--- src/rtl/conv_seq.sv ---
// conv_seq: sequences one convolution layer pass.
// It reads the weights and then the pixels out of a shared buffer and streams
// them to the conv engine. It counts the engine results until the expected
// number has arrived, then pulses done.
// Pixel issue is throttled by out_ready. A pass can be cancelled with abort.
module conv_seq #(
  parameter int DATA_W = 32,
  parameter int ADDR_W = 10
) (
  input  logic              s_axi_aclk,
  input  logic              s_axi_aresetn,
  input  logic              start,
  input  logic              abort,
  input  logic [ADDR_W-1:0] cfg_w_cnt,
  input  logic [ADDR_W-1:0] cfg_p_cnt,
  input  logic [ADDR_W-1:0] cfg_o_cnt,
  output logic              rd_en,
  output logic [ADDR_W-1:0] rd_addr,
  input  logic [DATA_W-1:0] rd_data,
  output logic [DATA_W-1:0] w,
  output logic              w_valid,
  output logic [DATA_W-1:0] p,
  output logic              p_valid,
  input  logic              o_valid,
  input  logic              out_ready,
  output logic              o_last,
  output logic              busy,
  output logic              done
);

  typedef enum logic [2:0] {
    IDLE,
    LOAD_W,
    LOAD_P,
    DRAIN,
    FIN
  } state_t;

  localparam logic [ADDR_W-1:0] ONE = ADDR_W'(1);

  state_t state, state_nxt;

  // Word counts captured at start, so the config inputs may change mid-pass.
  logic [ADDR_W-1:0] w_num, p_num, o_num;

  // addr runs across both phases, so the pixel addresses continue straight on
  // from the last weight address and wrap modulo 2^ADDR_W.
  // phase_cnt counts the reads issued in the current phase only.
  logic [ADDR_W-1:0] addr, phase_cnt, phase_len;
  logic [ADDR_W-1:0] o_cnt;

  // Tags for the read in flight. The buffer answers one cycle after rd_en.
  logic w_vld_q, p_vld_q;

  logic launch, kill, phase_end, counting, o_full;

  assign launch    = (state == IDLE) && start && !abort;
  assign kill      = (state != IDLE) && abort;
  assign counting  = state inside {LOAD_W, LOAD_P, DRAIN};
  assign o_full    = (o_cnt == o_num);
  assign phase_len = (state == LOAD_W) ? w_num : p_num;
  assign phase_end = rd_en && (phase_cnt == phase_len - ONE);

  // Read issue: one word per cycle for the weights, gated by out_ready for
  // the pixels. An abort stops any read in the cycle it is seen.
  always_comb begin
    // NOTE: give every combinationally written signal a default at the top of
    // the block; a path that leaves it unassigned would infer a latch.
    rd_en = 1'b0;
    case (state)
      LOAD_W:  rd_en = !abort;
      LOAD_P:  rd_en = out_ready && !abort;
      default: rd_en = 1'b0;
    endcase
  end

  assign rd_addr = rd_en ? addr : '0;

  // Next-state and done decode. A zero count skips its phase. DRAIN is always
  // visited, and with nothing left to wait for it exits after one cycle.
  always_comb begin
    state_nxt = state;
    done      = 1'b0;
    case (state)
      IDLE: begin
        if (launch) begin
          if (cfg_w_cnt != '0)      state_nxt = LOAD_W;
          else if (cfg_p_cnt != '0) state_nxt = LOAD_P;
          else                      state_nxt = DRAIN;
        end
      end
      LOAD_W: begin
        if (phase_end) state_nxt = (p_num != '0) ? LOAD_P : DRAIN;
      end
      LOAD_P: begin
        if (phase_end) state_nxt = DRAIN;
      end
      DRAIN: begin
        if (o_full) state_nxt = FIN;
      end
      FIN: begin
        done      = 1'b1;
        state_nxt = IDLE;
      end
      default: state_nxt = IDLE;
    endcase
    // Abort overrides everything, including a pending done.
    if (kill) begin
      state_nxt = IDLE;
      done      = 1'b0;
    end
  end

  // State register.
  always_ff @(posedge s_axi_aclk or negedge s_axi_aresetn) begin
    // NOTE: sequential state uses non-blocking assignments, so every register
    // samples pre-edge values and the block order cannot change the result.
    if (!s_axi_aresetn) state <= IDLE;
    else                state <= state_nxt;
  end

  // Capture the pass configuration when a start is accepted.
  always_ff @(posedge s_axi_aclk or negedge s_axi_aresetn) begin
    if (!s_axi_aresetn) begin
      w_num <= '0;
      p_num <= '0;
      o_num <= '0;
    end else if (launch) begin
      w_num <= cfg_w_cnt;
      p_num <= cfg_p_cnt;
      o_num <= cfg_o_cnt;
    end
  end

  // Address, phase and output counters. They clear on launch, on abort and
  // at the end of a pass. The output counter saturates at the expected count.
  always_ff @(posedge s_axi_aclk or negedge s_axi_aresetn) begin
    if (!s_axi_aresetn) begin
      addr      <= '0;
      phase_cnt <= '0;
      o_cnt     <= '0;
    end else if (launch || kill || (state == FIN)) begin
      addr      <= '0;
      phase_cnt <= '0;
      o_cnt     <= '0;
    end else begin
      if (rd_en) begin
        addr      <= addr + ONE;
        phase_cnt <= phase_end ? '0 : phase_cnt + ONE;
      end
      if (counting && o_valid && !o_full) o_cnt <= o_cnt + ONE;
    end
  end

  // Tag each issued read as a weight or a pixel for the cycle its data returns.
  always_ff @(posedge s_axi_aclk or negedge s_axi_aresetn) begin
    if (!s_axi_aresetn) begin
      w_vld_q <= 1'b0;
      p_vld_q <= 1'b0;
    end else begin
      w_vld_q <= rd_en && (state == LOAD_W);
      p_vld_q <= rd_en && (state == LOAD_P);
    end
  end

  // The data path is the buffer output, forced to zero when no word is valid.
  // A read still in flight when abort arrives is dropped here.
  assign w_valid = w_vld_q && !abort;
  assign p_valid = p_vld_q && !abort;
  assign w       = w_valid ? rd_data : '0;
  assign p       = p_valid ? rd_data : '0;

  assign o_last  = counting && o_valid && (o_num != '0) && (o_cnt == o_num - ONE);
  assign busy    = (state != IDLE);

endmodule

--- config.mk ---
export PLATFORM = sky130hd
export DESIGN_NAME = conv_seq
export DESIGN_NICKNAME = d
export VERILOG_FILES = /design/src/rtl/conv_seq.sv
export SDC_FILE = /design/constraint.sdc
export NUM_CORES = 1
export LEC_CHECK = 0
export ABC_CLOCK_PERIOD_IN_PS = 3200
export BUFFER_PORTS_ARGS = -buffer_cell sky130_fd_sc_hd__buf_4
export CAP_MARGIN = 20
export CORE_MARGIN = 2
export CORE_UTILIZATION = 47
export DETAILED_ROUTE_END_ITERATION = 10
export HOLD_SLACK_MARGIN = 0.1
export PLACE_DENSITY = 0.87
export SLEW_MARGIN = 40
export SYNTH_ARGS = -nofsm -noshare
export SYNTH_HDL_FRONTEND = slang
export SYNTH_SLANG_ARGS = --single-unit
--- constraint.sdc ---
create_clock -name s_axi_aclk -period 3.2 [get_ports s_axi_aclk]
set_input_delay 0.64 -clock s_axi_aclk [delete_from_list [all_inputs] [get_ports s_axi_aclk]]
set_output_delay 0.64 -clock s_axi_aclk [all_outputs]
set_load 0.1 [all_outputs]
==> results.json <==
{
  "setup_viol": 0,
  "die_h_um": 102.1,
  "wl_per_cell_um": 16.55,
  "postCtsHoldBufs": 0,
  "drtIter0Drc": 206,
  "globalplace.congestion": 0.8610,
  "syn_avg_cell_area_um2": 9.226,
  "synthesis.area_mm2": 0.004521,
  "hold_ws_ns": 0.2668,
  "overflow": 0,
  "leakage_nw": 2.808,
  "fmax_ghz": 0.3175,
  "path_clk_slew_ns": 0.08,
  "n_fill_cell": 749,
  "postRouteAntennaNets": 0,
  "post-route-min-period_ns": 3.150,
  "clock_skew_ns": 0.01118,
  "rsz0062_at_grt": "true",
  "final_cells": 770,
  "async_flop_share": 1.000,
  "yosysTopAreaCell": "dfrtp_1",
  "synth_nets": 563,
  "cp_cell_sequence": "or2_2 > nor4_1 > nor2b_1 > o21ai_0 > o311ai_0 > a32oi_1 > a2111oi_2 > buf_6",
  "cpLargestDelayFamily": "simple AND/OR/NAND/NOR gates",
  "synth_top_area_frac": 0.3598,
  "critPathMaxStageDelay_ns": 0.42,
  "clk_latency_ns": 0.36,
  "vias": 4268,
  "relSlewSlack": 0.6040,
  "clockBufferDepth": 2,
  "drv_cap": 0,
  "worstMarginPinSlew_ns": 0.5940,
  "multi_input_area_mm2": 0.002774,
  "syn_inst": 490,
  "numCtsBuffers": 9,
  "ys_ff_latch": 65,
  "cts_sinks": 65,
  "hold_viol": 0,
  "grt_use_total": 0.2436,
  "ys_seq_area_frac": 0.3598,
  "utilization": 0.6499,
  "grt_pass1_vias": 4003,
  "yosysUniqueCellTypes": 60,
  "powerDensity_mw_per_mm2": 819.3,
  "slowest_stage": "dfrtp_1",
  "nNetsFinal": 709,
  "ys.warnings.count": 0,
  "slew_violations": 0,
  "port_buffers": 147,
  "period_share": 0.9843,
  "peakVddDrop_mv": 0.5464,
  "dp_slack_ns": 0.1463,
  "initial_core_util": 0.4869,
  "worstSetupEndpointType": "output port",
  "synth_area_leaders": "dfrtp_1 (36%), and2_1 (10%), mux2_2 (7.7%)",
  "synthToLayoutAreaGrowth_pct": 33.46,
  "coreArea_mm2": 0.009284,
  "seqCellArea_mm2": 0.001628,
  "antennaDiodeCount": 0,
  "synth-edff-count": 0,
  "die_x_um": 102.1,
  "synth_ff_type": "dfrtp_1",
  "setup-tns-final_ns": 0,
  "htree_levels": 3,
  "placed_cells": 753,
  "cts_tree": "yes",
  "vias_per_cell": 5.543,
  "cp_max_fo": 4,
  "grt_pass1_wl_um": 19780,
  "cp_num_buf_inv": 1,
  "drive_gt1_frac": 0.3713,
  "synth.most_common_cell": "and2_1",
  "arrival_ns": 2.51,
  "rows": 35,
  "status": "complete, no violations",
  "cp-start-kind": "flop",
  "dp_hpwl_um": 9708,
  "first_pass_iters": 7,
  "yosys-top-cells-count": "and2_1 (74), dfrtp_1 (65), nor2_1 (39)",
  "root_buffer": "clkbuf_8",
  "io_pins": 148,
  "grt_max_degree": 66,
  "die_area_mm2": 0.01042,
  "drc": 0,
  "routed_wl_um": 12740,
  "cp.required_ns": 2.56,
  "hold_path.class": "in -> async",
  "fin_ws_ns": 0.05024,
  "crit_type": "reg -> out",
  "antenna_found_initial": 0
}
cell families after synthesis:
group           share of synthesized area
flops                              0.3598
mux                                0.1082
simple gates                       0.2878
xor+xnor                          0.08718
buf+inv                           0.03570
compound gates                     0.1074
fa+ha+maj                         0.01384
cell usage in the layout, fill, tap and decap left out, types with 3 or more instances in the layout:
master,count
clkbuf_8,9
and3_1,13
nor3_2,3
o211ai_1,4
nor2b_1,8
and2_1,65
a21oi_1,17
o22ai_1,5
inv_1,10
o21ai_0,13
and2_2,9
or2_2,4
mux2_2,31
xnor2_1,23
xor2_1,22
nor3_1,7
nand3_1,16
buf_4,158
or3_1,5
o311ai_0,3
nor4_1,10
ha_1,5
dfrtp_1,64
nand2_1,26
nand4_1,6
mux2i_1,13
nor2_1,39
per-stage QoR:
step	power (mW)	cell area, um^2
final	4.943	6033
after CTS	4.898	6012
after detailed placement	4.063	5784
after floorplan	3.465	4548
after global placement	3.946	5781
after global routing	5.219	6033
state kept, by name, summed over array words and instances, names as in the netlist:
signal and count:
addr 10, o_cnt 10, o_num 10, p_num 10, phase_cnt 10, w_num 10
state 3, p_vld_q 1, w_vld_q 1
what timing repair did:
item	CTS	global route
buffers inserted	0	1
endpoints found under the setup margin	1	12
pin swaps	1	1
gates resized for setup	1	5
gates cloned	0	0
area by class of cell:
type | instances | share of cell area
flip-flops and latches | 65 | 0.2698
repair buffers | 160 | 0.2003
multi-input cells | 390 | 0.4598
clock buffers | 9 | 0.02053
well taps | 129 | 0.02675
clock inverters | 7 | 0.01659
inverters | 10 | 0.006221
worst register-to-register path, delay by kind of cell, from the launching register on:
kind | cells | cell delay (ns)
adder cells (fa/ha/maj) | 1 | 0.26
AO/OA/AOI/OAI | 2 | 0.56
XOR/XNOR | 1 | 0.19
AND/OR/NAND/NOR | 4 | 1.16
multiplexers | 1 | 0.28
flip-flops | 1 | 0.48
layer usage:
| layer | global-route usage | wire length, um | part of all wire |
|---|---|---|---|
| met2 | 0.4276 | 6363 | 0.50 |
| met4 | 0.09436 | 324 | 0.025 |
| met5 | 0 | 0 | 0 |
| met3 | 0.03694 | 914 | 0.072 |
| met1 | 0.3020 | 5141 | 0.40 |
worst paths after layout:
kind	end	slack (ns)	start	cells past startpoint
worst max-delay path	o_last	0.05	o_num[0]$_DFFE_PN0P_	8
worst min-delay path	phase_cnt[3]$_DFFE_PN0P_	0.27	s_axi_aresetn	1
worst max register to register	state[0]$_DFFE_PN0P_	0.18	state[2]$_DFFE_PN0P_	9
worst min register to register	p_num[6]$_DFFE_PN0P_	0.54	p_num[6]$_DFFE_PN0P_	1
max in group asynchronous	state[2]$_DFFE_PN0P_	2.49	s_axi_aresetn	1
min in group s_axi_aclk	o_num[2]$_DFFE_PN0P_	0.51	cfg_o_cnt[2]	2
report_power, final:
group          leakage, nW  switching, mW  internal [mW]
clock                0.114          0.364          0.445
sequential           0.833          0.339           1.08
combinational         1.86           1.64           1.07
total                 2.81           2.34           2.60
Note: power is estimated with default switching activity, not from simulation.
